==> src/rtl/fifo_skew_reader_pkg.sv <==
// Shared types and defaults for the skewed FIFO reader that feeds the systolic array's left edge.
package fifo_skew_reader_pkg;

  typedef enum logic [1:0] {StIdle, StRun, StDrain} state_e;

  localparam int unsigned DefaultRows  = 4;
  localparam int unsigned DefaultWidth = 8;
  localparam int unsigned DefaultLen   = 4;

  // Step counter must hold T-1 = LEN+ROWS-2; never narrower than one bit.
  function automatic int unsigned step_cnt_width(int unsigned rows, int unsigned len);
    return (rows + len > 2) ? unsigned'($clog2(rows + len)) : 1;
  endfunction

endpackage

==> src/rtl/fifo_skew_reader_if.sv <==
// Start/status, FIFO read side and array-facing row bus of the skewed reader.
interface fifo_skew_reader_if
  import fifo_skew_reader_pkg::*;
#(
  parameter int unsigned ROWS  = DefaultRows,
  parameter int unsigned WIDTH = DefaultWidth
);
  logic                  start;
  logic                  busy;
  logic                  done;
  logic [ROWS-1:0]       fifo_empty;
  logic [ROWS-1:0]       fifo_r_en;
  logic [ROWS*WIDTH-1:0] fifo_data;
  logic [ROWS*WIDTH-1:0] row_data;
  logic [ROWS-1:0]       row_valid;

  modport master (
    output start, fifo_empty, fifo_data,
    input  busy, done, fifo_r_en, row_data, row_valid
  );

  modport slave (
    input  start, fifo_empty, fifo_data,
    output busy, done, fifo_r_en, row_data, row_valid
  );
endinterface

==> src/rtl/fifo_skew_reader_skew_lane.sv <==
// One row of the wavefront: decides whether this row reads at step t, registers its valid and
// zero-gates the FIFO's registered data.
module fifo_skew_reader_skew_lane
  import fifo_skew_reader_pkg::*;
#(
  parameter int unsigned ROW   = 0,
  parameter int unsigned LEN   = DefaultLen,
  parameter int unsigned WIDTH = DefaultWidth,
  parameter int unsigned TW    = 3
) (
  input  logic             clk,
  input  logic             rst,
  input  logic [TW-1:0]    t_i,
  input  logic             step_en_i,
  input  logic [WIDTH-1:0] fifo_data_i,
  output logic             active_o,
  output logic             r_en_o,
  output logic             row_valid_o,
  output logic [WIDTH-1:0] row_data_o
);

  logic row_valid_q;

  // Row is inside its LEN-long window that starts ROW steps after row 0.
  always_comb begin
    int d;
    d        = int'(t_i) - int'(ROW);
    active_o = (d >= 0) && (d < int'(LEN));
  end

  assign r_en_o = step_en_i & active_o;

  always_ff @(posedge clk) begin
    if (!rst) begin
      row_valid_q <= 1'b0;
    end else begin
      row_valid_q <= r_en_o;
    end
  end

  assign row_valid_o = row_valid_q;
  assign row_data_o  = row_valid_q ? fifo_data_i : '0;

endmodule

==> src/rtl/fifo_skew_reader.sv <==
// Drains ROWS FIFOs as a diagonally skewed wavefront of LEN elements per row; the whole front
// stalls in lockstep whenever any row that must read this step sees an empty FIFO.
module fifo_skew_reader
  import fifo_skew_reader_pkg::*;
#(
  parameter int unsigned ROWS  = DefaultRows,
  parameter int unsigned WIDTH = DefaultWidth,
  parameter int unsigned LEN   = DefaultLen
) (
  input logic               clk,
  input logic               rst,
  fifo_skew_reader_if.slave bus
);

  localparam int unsigned   TW    = step_cnt_width(ROWS, LEN);
  localparam logic [TW-1:0] TLast = TW'(LEN + ROWS - 2);

  state_e                state_q;
  logic [TW-1:0]         t_q;
  logic                  busy_q;
  logic                  done_q;
  logic [ROWS-1:0]       active;
  logic [ROWS-1:0]       r_en;
  logic [ROWS-1:0]       row_valid;
  logic [ROWS*WIDTH-1:0] row_data;
  logic                  advance;
  logic                  step_en;

  // Inactive rows are masked out so their empty flags cannot stall the front.
  assign advance = (state_q == StRun) & (&(~active | ~bus.fifo_empty));
  assign step_en = rst & advance;

  for (genvar i = 0; i < ROWS; i++) begin : g_lane
    fifo_skew_reader_skew_lane #(
      .ROW   (i),
      .LEN   (LEN),
      .WIDTH (WIDTH),
      .TW    (TW)
    ) u_lane (
      .clk         (clk),
      .rst         (rst),
      .t_i         (t_q),
      .step_en_i   (step_en),
      .fifo_data_i (bus.fifo_data[i*WIDTH +: WIDTH]),
      .active_o    (active[i]),
      .r_en_o      (r_en[i]),
      .row_valid_o (row_valid[i]),
      .row_data_o  (row_data[i*WIDTH +: WIDTH])
    );
  end

  always_ff @(posedge clk) begin
    if (!rst) begin
      state_q <= StIdle;
      t_q     <= '0;
      busy_q  <= 1'b0;
      done_q  <= 1'b0;
    end else begin
      done_q <= 1'b0;
      unique case (state_q)
        StIdle: begin
          if (bus.start) begin
            state_q <= StRun;
            t_q     <= '0;
            busy_q  <= 1'b1;
          end
        end
        StRun: begin
          if (advance) begin
            if (t_q == TLast) begin
              state_q <= StDrain;
              done_q  <= 1'b1;
            end else begin
              t_q <= t_q + TW'(1);
            end
          end
        end
        StDrain: begin
          state_q <= StIdle;
          busy_q  <= 1'b0;
        end
        default: state_q <= StIdle;
      endcase
    end
  end

  assign bus.busy      = busy_q;
  assign bus.done      = done_q;
  assign bus.fifo_r_en = r_en;
  assign bus.row_valid = row_valid;
  assign bus.row_data  = row_data;

endmodule

==> src/flat_wrapper.sv <==
// flat-port wrapper written by rule: the top's interface ports become plain ports
module fifo_skew_reader_flat import fifo_skew_reader_pkg::*;
#(
  parameter int unsigned ROWS  = DefaultRows,
  parameter int unsigned WIDTH = DefaultWidth,
  parameter int unsigned LEN   = DefaultLen
)
  (clk, rst, bus_start, bus_fifo_empty, bus_fifo_data, bus_busy, bus_done, bus_fifo_r_en, bus_row_data, bus_row_valid);
  fifo_skew_reader_if #(.ROWS(ROWS), .WIDTH(WIDTH)) bus_i ();
  input logic clk;
  input logic rst;
  input wire logic [$bits(bus_i.start)-1:0] bus_start;
  input wire logic [$bits(bus_i.fifo_empty)-1:0] bus_fifo_empty;
  input wire logic [$bits(bus_i.fifo_data)-1:0] bus_fifo_data;
  output wire logic [$bits(bus_i.busy)-1:0] bus_busy;
  output wire logic [$bits(bus_i.done)-1:0] bus_done;
  output wire logic [$bits(bus_i.fifo_r_en)-1:0] bus_fifo_r_en;
  output wire logic [$bits(bus_i.row_data)-1:0] bus_row_data;
  output wire logic [$bits(bus_i.row_valid)-1:0] bus_row_valid;
  assign bus_i.start = bus_start;
  assign bus_i.fifo_empty = bus_fifo_empty;
  assign bus_i.fifo_data = bus_fifo_data;
  assign bus_busy = bus_i.busy;
  assign bus_done = bus_i.done;
  assign bus_fifo_r_en = bus_i.fifo_r_en;
  assign bus_row_data = bus_i.row_data;
  assign bus_row_valid = bus_i.row_valid;
  fifo_skew_reader #(.ROWS(ROWS), .WIDTH(WIDTH), .LEN(LEN)) u_core (.clk(clk), .rst(rst), .bus(bus_i));
endmodule
==> config.mk <==
export PLATFORM = sky130hd
export DESIGN_NAME = fifo_skew_reader_flat
export DESIGN_NICKNAME = d
export VERILOG_FILES = /design/src/rtl/fifo_skew_reader_pkg.sv /design/src/rtl/fifo_skew_reader_if.sv /design/src/rtl/fifo_skew_reader_skew_lane.sv /design/src/rtl/fifo_skew_reader.sv /design/src/flat_wrapper.sv
export SDC_FILE = /design/constraint.sdc
export NUM_CORES = 1
export LEC_CHECK = 0
export ABC_AREA = 1
export BUFFER_PORTS_ARGS = -buffer_cell sky130_fd_sc_hd__buf_4
export CAP_MARGIN = 10
export CORE_ASPECT_RATIO = 1.1
export CORE_MARGIN = 3
export CORE_UTILIZATION = 25
export DETAILED_ROUTE_END_ITERATION = 8
export PLACE_DENSITY = 0.67
export SLEW_MARGIN = 20
export SYNTH_ARGS = -nofsm -noshare
export SYNTH_HDL_FRONTEND = slang
export SYNTH_SLANG_ARGS = --single-unit
==> constraint.sdc <==
create_clock -name clk -period 2.65 [get_ports clk]
set_clock_uncertainty 0.2 [all_clocks]
set_input_delay 0.3975 -clock clk [delete_from_list [all_inputs] [get_ports clk]]
set_output_delay 0.3975 -clock clk [all_outputs]
set_load 0.03 [all_outputs]
==> results.py, run 1 <==
metrics = {
    "run_status": {
        "status": "finished clean",
    },
    "clocking": {
        "cts_post_setup_buffers_inserted": 0,
        "cts_root_buffer": "sky130_fd_sc_hd__clkbuf_4",
        "clock-sinks": 11,
        "cts_made_buffers": 3,
        "htreeDepth": 1,
        "clkTransAtPathRegs_ps": 70,
        "worstSkewPairLatency_ps": 280,
        "cts-hold-fix-buffers": 0,
        "tritoncts": "built",
        "cts_max_path_buffers": 2,
    },
    "synth": {
        "seq_area_frac_synth_pct": 23.0,
        "synthDominantCellAreaShare_pct": 23.0,
        "synth.top_cells.by_count": "58 x sky130_fd_sc_hd__nand2_1, 44 x sky130_fd_sc_hd__inv_1, 16 x sky130_fd_sc_hd__nor2_1",
        "synthesis.area_per_instance_um2": 5.84,
        "synth-edff-count": 0,
        "synthCells": 164,
        "synth.most_common_cell": "sky130_fd_sc_hd__nand2_1",
        "ys.warnings.count": 0,
        "synth_area_um2": 958,
        "number_of_synthesized_register_bits": 11,
        "yosys_top_cell_by_area": "sky130_fd_sc_hd__dfxtp_1",
        "ys_dominant_reg_cell": "sky130_fd_sc_hd__dfxtp_1",
        "synth.top_cells.by_area": "sky130_fd_sc_hd__dfxtp_1 23%, sky130_fd_sc_hd__nand2_1 23%, sky130_fd_sc_hd__inv_1 17%, sky130_fd_sc_hd__ha_1 7.8%, sky130_fd_sc_hd__buf_4 6.3%",
        "async_reset_ff_share_pct": 0,
        "postSynthNetCount": 209,
        "distinct_cell_type_count_after_synthesis": 18,
    },
    "drt": {
        "m1WireLength_um": 978,
        "route.final.wire_length_um": 2600,
        "drt_iter0_drc": 24,
        "topRoutingLayerUsed": "met4",
        "routed_via_density": 3.90,
        "detailroute.wirelength.met2_um": 1210,
        "routed-via-count": 1109,
        "metal3_wl_um": 392,
        "ant_nets": 0,
        "drt_drc_violations_left": 0,
        "wire_per_inst_um": 9.14,
        "drt_pass1_iterations": 4,
    },
    "floorplan": {
        "placement_rows": 22,
        "io-pin-count": 81,
        "floorplan.initialDensity_pct": 27.4,
        "die_height_um": 70.9,
        "design.core.area_um2": 3500,
        "chipWidth_um": 65.0,
        "die_area_um2": 4610,
    },
    "global_route": {
        "grt_pass1_wl_um": 3880,
        "grt_start_max_net_pins": 11,
        "overflow": 0,
        "number_of_antenna_violations_at_the_first_check_in_global_routing": 0,
        "track_usage_pct": 10.3,
        "first_global_vias": 910,
    },
    "power_and_ir_drop": {
        "leakage_power_of_the_design_uw": 0.00111,
        "p_total_uw": 630,
        "power_per_cell_area_nw_per_um2": 394,
        "max-vdd-ir-drop_v": 0.000216,
    },
    "sta": {
        "final.setup.tns_ps": 0,
        "hold_slack_ps": 155,
        "worst-slew-pin-transition_ps": 271,
        "report.final.hold_viol_count": 0,
        "fin_crit_share_pct": 91.9,
        "final-setup-viol-count": 0,
        "finalWorstSetupSlack_ps": 214,
        "grt_setup_unrepaired": "false",
        "max_slew_margin_pct": 81.9,
        "finalWorstPathRequiredPeriod_ps": 2440,
        "report.final.slew_viol_count": 0,
        "maxClockFrequency_mhz": 410,
    },
    "cells_and_area": {
        "layout.area.seq_um2": 223,
        "nFillCells": 368,
        "antennaDiodeCount": 0,
        "post_route_cells_drive_above_1_share_pct": 41.9,
        "multi_input_comb_area_um2": 515,
        "synthToLayoutAreaGrowth_pct": 66.7,
        "design.final.nets": 282,
        "postLayoutCoreUtil_pct": 45.7,
    },
    "setup_path": {
        "worst_setup_path_end_kind": "output pin",
        "worst-setup-path-type": "flop to output pin",
        "critPathLaunch": "u_core.t_q[1]",
        "cp-start-kind": "flop",
        "cpPeakStageDelay_ps": 340,
        "worst-r2r-setup-slack_ps": 940,
        "critPathBufInv": 2,
        "timing.critical_path.max_delay_family": "simple AND/OR/NAND/NOR gates",
        "timing.critical_path.cells": "inv_1 -> ha_4 -> a22oi_2 -> nand3_4 -> nor2_4 -> nand2_4 -> nor2_2 -> buf_4",
        "critical_path_at_ps": 1840,
        "launching_point_of_the_worst_reg2reg_path": "u_core.t_q[1]",
        "worst_path_max_delay_cell": "sky130_fd_sc_hd__dfxtp_2",
        "worst_path_maximum_fanout": 10,
        "cp_data_required_time_ps": 2050,
    },
    "min_path": {
        "holdCritStartpoint": "rst",
        "worst_hold_path_type": "primary input to flop",
    },
    "flow_run": {
        "maxCapViolations": 0,
    },
    "placement": {
        "gp_congestion": 0.742,
        "io_buffers": 80,
        "dp_hpwl_um": 2140,
        "pre_cts_ws_ps": 339,
    },
}
where the power goes:
| part | total [uW] | internal, uW | switching (uW) |
|---|---|---|---|
| Sequential | 202 | 182 | 19.6 |
| Combinational | 305 | 128 | 177 |
| Clock | 123 | 58.4 | 64.3 |
| Total | 630 | 369 | 261 |
worst reg2reg max path, cell delays in order, from the launching register on:
cell and delay (ps):
sky130_fd_sc_hd__dfxtp_2 340, sky130_fd_sc_hd__inv_1 160, sky130_fd_sc_hd__ha_4 240, sky130_fd_sc_hd__a22oi_2 220, sky130_fd_sc_hd__nand3_4 120, sky130_fd_sc_hd__nand2_4 100
sky130_fd_sc_hd__nand3_4 70, sky130_fd_sc_hd__nand2_1 60, sky130_fd_sc_hd__inv_1 30, sky130_fd_sc_hd__nor2_1 90
metrics by stage:
| step | instance area [um2] | std cells |
|---|---|---|
| 4_1_cts | 1570 | 284 |
| 3_5_place_dp | 1540 | 280 |
| 6_report | 1600 | 284 |
| 2_1_floorplan | 958 | 164 |
| 3_3_place_gp | 1540 | 280 |
| 5_1_grt | 1600 | 284 |
layout by cell type (no fill, tap or decap):
| cell type | n |
|---|---|
| sky130_fd_sc_hd__nor2_1 | 15 |
| sky130_fd_sc_hd__clkbuf_1 | 1 |
| sky130_fd_sc_hd__nand3_4 | 2 |
| sky130_fd_sc_hd__dfxtp_1 | 9 |
| sky130_fd_sc_hd__nor2_2 | 1 |
| sky130_fd_sc_hd__ha_1 | 5 |
| sky130_fd_sc_hd__nand2_2 | 1 |
| sky130_fd_sc_hd__a22oi_2 | 1 |
| sky130_fd_sc_hd__nand2_1 | 58 |
| sky130_fd_sc_hd__o21ai_1 | 1 |
| sky130_fd_sc_hd__ha_4 | 1 |
| sky130_fd_sc_hd__nand3_2 | 2 |
| sky130_fd_sc_hd__inv_2 | 2 |
| sky130_fd_sc_hd__nor2_4 | 2 |
| sky130_fd_sc_hd__clkbuf_4 | 3 |
| sky130_fd_sc_hd__buf_4 | 80 |
| sky130_fd_sc_hd__nand2_4 | 2 |
| sky130_fd_sc_hd__nand4_1 | 3 |
| sky130_fd_sc_hd__a21oi_1 | 1 |
| sky130_fd_sc_hd__inv_1 | 44 |
| sky130_fd_sc_hd__dfxtp_2 | 2 |
final cells by class:
cell class,instances,share of cell area (%)
clock buffer,4,1.64
inverter,46,10.8
multi-input combinational,95,32.3
sequential,11,13.9
tap,48,3.76
timing repair buffer,80,37.6
state kept, by name (all words and copies together), names as in the netlist:
signal and cells:
u_core.bus.busy 1, u_core.bus.done 1, u_core.g_lane.u_lane.row_valid_o 4, u_core.state_q 2
u_core.t_q 3
kinds of logic after synthesis:
family          synth area share (%)
compound gates                  2.35
buf+inv                         25.8
simple gates                    41.0
flops                           23.0
fa+ha+maj                       7.83
repair_timing:
action | 4_1_cts | 5_1_grt
endpoints found under the setup margin | 0 | 4
endpoints found under the hold margin | 0 | 0
gates resized for setup | 0 | 6
worst paths after layout:
check,to,cells past startpoint
hold / removal,u_core.state_q[0],3
hold reg to reg,u_core.g_lane[0].u_lane.row_valid_o,1
setup reg to reg,u_core.t_q[2],9
setup / recovery,bus_fifo_r_en[0],8
routing by layer:
metal  up-vias  GRT usage (%)
met1       455           10.9
met5         -              0
met4         0           2.07
li1        600              -
met3         5           5.40
met2        49           18.3
No activity file was read; power rests on OpenSTA's default activity.
==> inputs of run 2 (changes only) <==
==> constraint.sdc (replaced) <==
create_clock -name clk -period 3 [get_ports clk]
set_clock_uncertainty 0.2 [all_clocks]
set_input_delay 0.45 -clock clk [delete_from_list [all_inputs] [get_ports clk]]
set_output_delay 0.45 -clock clk [all_outputs]
set_load 0.03 [all_outputs]
==> run 2 against run 1 <==
Net effect: sequential power down 12%; register-to-register slack better by 220 ps; power down 15%; critical path type unchanged.
==> results.py, run 2 (synthesis gave the netlist of run 1 again) <==
metrics = {
    "min_path": {
        "worst_hold_path_type": "primary input to flop",
        "min_path_cells": 3,
        "holdCritStartpoint": "rst",
    },
    "clocking": {
        "cts_max_path_buffers": 2,
        "clock-sinks": 11,
        "cts-hold-fix-buffers": 0,
        "tritoncts": "built",
        "cts_post_setup_buffers_inserted": 0,
        "htreeDepth": 1,
        "clkTransAtPathRegs_ps": 70,
        "cts_resized": 0,
        "cts_made_buffers": 3,
        "cts_root_buffer": "sky130_fd_sc_hd__clkbuf_4",
        "worstSkewPairLatency_ps": 280,
    },
    "setup_path": {
        "cp-start-kind": "flop",
        "critPathLaunch": "u_core.t_q[2]",
        "worst_setup_path_end_kind": "output pin",
        "launching_point_of_the_worst_reg2reg_path": "u_core.t_q[2]",
        "worst_path_maximum_fanout": 10,
        "worst-setup-path-type": "flop to output pin",
        "worst-r2r-cell-count": 9,
        "cp_data_required_time_ps": 2350,
        "critical_path_at_ps": 1980,
    },
    "drt": {
        "wire_per_inst_um": 8.87,
        "routed-via-count": 1077,
        "drt_drc_violations_left": 0,
        "routed_via_density": 3.79,
        "drt_pass1_iterations": 4,
        "ant_nets": 0,
        "drt_iter0_drc": 28,
        "route.final.wire_length_um": 2520,
    },
    "floorplan": {
        "chipWidth_um": 65.0,
        "die_height_um": 70.9,
        "die_area_um2": 4610,
        "placement_rows": 22,
        "design.core.area_um2": 3500,
        "floorplan.initialDensity_pct": 27.4,
        "io-pin-count": 81,
    },
    "run_status": {
        "status": "finished clean",
    },
    "placement": {
        "dp_hpwl_um": 2140,
        "io_buffers": 80,
        "gp_congestion": 0.742,
    },
    "sta": {
        "report.final.hold_viol_count": 0,
        "max_slew_margin_pct": 81.1,
        "report.final.slew_viol_count": 0,
        "fin_crit_share_pct": 87.7,
        "worst-slew-pin-transition_ps": 283,
        "grt_setup_unrepaired": "false",
        "finalWorstPathRequiredPeriod_ps": 2630,
        "final-setup-viol-count": 0,
        "maxClockFrequency_mhz": 380,
        "final.setup.tns_ps": 0,
    },
    "cells_and_area": {
        "antennaDiodeCount": 0,
        "largest_reg_flops": 4,
        "layout_commonest_cell": "sky130_fd_sc_hd__buf_4",
        "synthToLayoutAreaGrowth_pct": 63.8,
        "final_cell_mix": "80 x sky130_fd_sc_hd__buf_4, 58 x sky130_fd_sc_hd__nand2_1, 44 x sky130_fd_sc_hd__inv_1, 16 x sky130_fd_sc_hd__nor2_1, 11 x sky130_fd_sc_hd__dfxtp_1",
        "post_route_cells_drive_above_1_share_pct": 40.3,
        "postLayoutCoreUtil_pct": 44.9,
        "design.final.nets": 282,
    },
    "flow_run": {
        "maxCapViolations": 0,
    },
    "power_and_ir_drop": {
        "power.clock.fraction_pct": 19.3,
        "power_per_cell_area_nw_per_um2": 340,
        "power.share.switching_pct": 40.3,
        "max-vdd-ir-drop_v": 0.000169,
        "leakage_power_of_the_design_uw": 0.00110,
        "p_seq_share_pct": 33.1,
        "power_internal_uw": 319,
        "combinationalPowerShare_pct": 47.6,
        "switching_power_uw": 215,
    },
    "global_route": {
        "overflow": 0,
        "grt_pass1_wl_um": 3820,
        "first_global_vias": 882,
        "grt_start_max_net_pins": 11,
        "number_of_antenna_violations_at_the_first_check_in_global_routing": 0,
        "track_usage_pct": 10.5,
    },
}
## run 2: cell counts in the layout (fill, tap and decap cells not counted)
Identical to the previous run, type by type.
## run 2: cell type report
| type | count | area (um2) |
|---|---|---|
| Clock buffer | 4 | 26.3 |
| Fill cell | 351 | 1930 |
| Inverter | 46 | 173 |
| Multi-Input combinational cell | 95 | 490 |
| Sequential cell | 11 | 220 |
| Tap cell | 48 | 60.1 |
| Timing Repair Buffer | 80 | 601 |
## run 2: critical path: stages, from the launching register on
cell	delay [ps]
sky130_fd_sc_hd__dfxtp_1	420
sky130_fd_sc_hd__inv_2	120
sky130_fd_sc_hd__ha_1	320
sky130_fd_sc_hd__a22oi_2	210
sky130_fd_sc_hd__nand3_4	110
sky130_fd_sc_hd__nor2_2	100
sky130_fd_sc_hd__nand2_2	130
sky130_fd_sc_hd__nor2_1	130
sky130_fd_sc_hd__buf_4	170
## run 2: power groups by stage
stage                     logic (uW)  registers [uW]  clock network [uW]
after floorplan                  179             176                   0
after global placement           257             179                   0
after detailed placement         256             180                   0
after CTS                        256             177                 109
after global routing             287             180                 118
final                            255             177                 103
## run 2: metrics by stage
stage | setup WS (ps) | hold slack [ps] | power (uW) | cells | cell area [um2]
after floorplan | 813 | 259 | 355 | 164 | 958
after global placement | 706 | 284 | 436 | 280 | 1540
after detailed placement | 653 | 285 | 436 | 280 | 1540
after CTS | 338 | 198 | 542 | 284 | 1570
after global routing | 186 | 225 | 585 | 284 | 1570
final | 370 | 206 | 534 | 284 | 1570
## run 2: metal layers
| metal | part of all wire [%] | wire length, um | track usage [%] |
|---|---|---|---|
| met1 | 39 | 974 | 11.0 |
| met2 | 43 | 1100 | 17.5 |
| met3 | 16 | 404 | 5.40 |
| met4 | 1.8 | 45 | 4.84 |
| met5 | 0 | 0 | 0 |
## run 2: path summary, 6_finish.rpt
| kind | slack [ps] | to |
|---|---|---|
| max | 370 | bus_fifo_r_en[1] |
| min | 210 | u_core.state_q[0] |
| max reg2reg | 1160 | u_core.t_q[2] |
| min reg2reg | 300 | u_core.bus.busy |
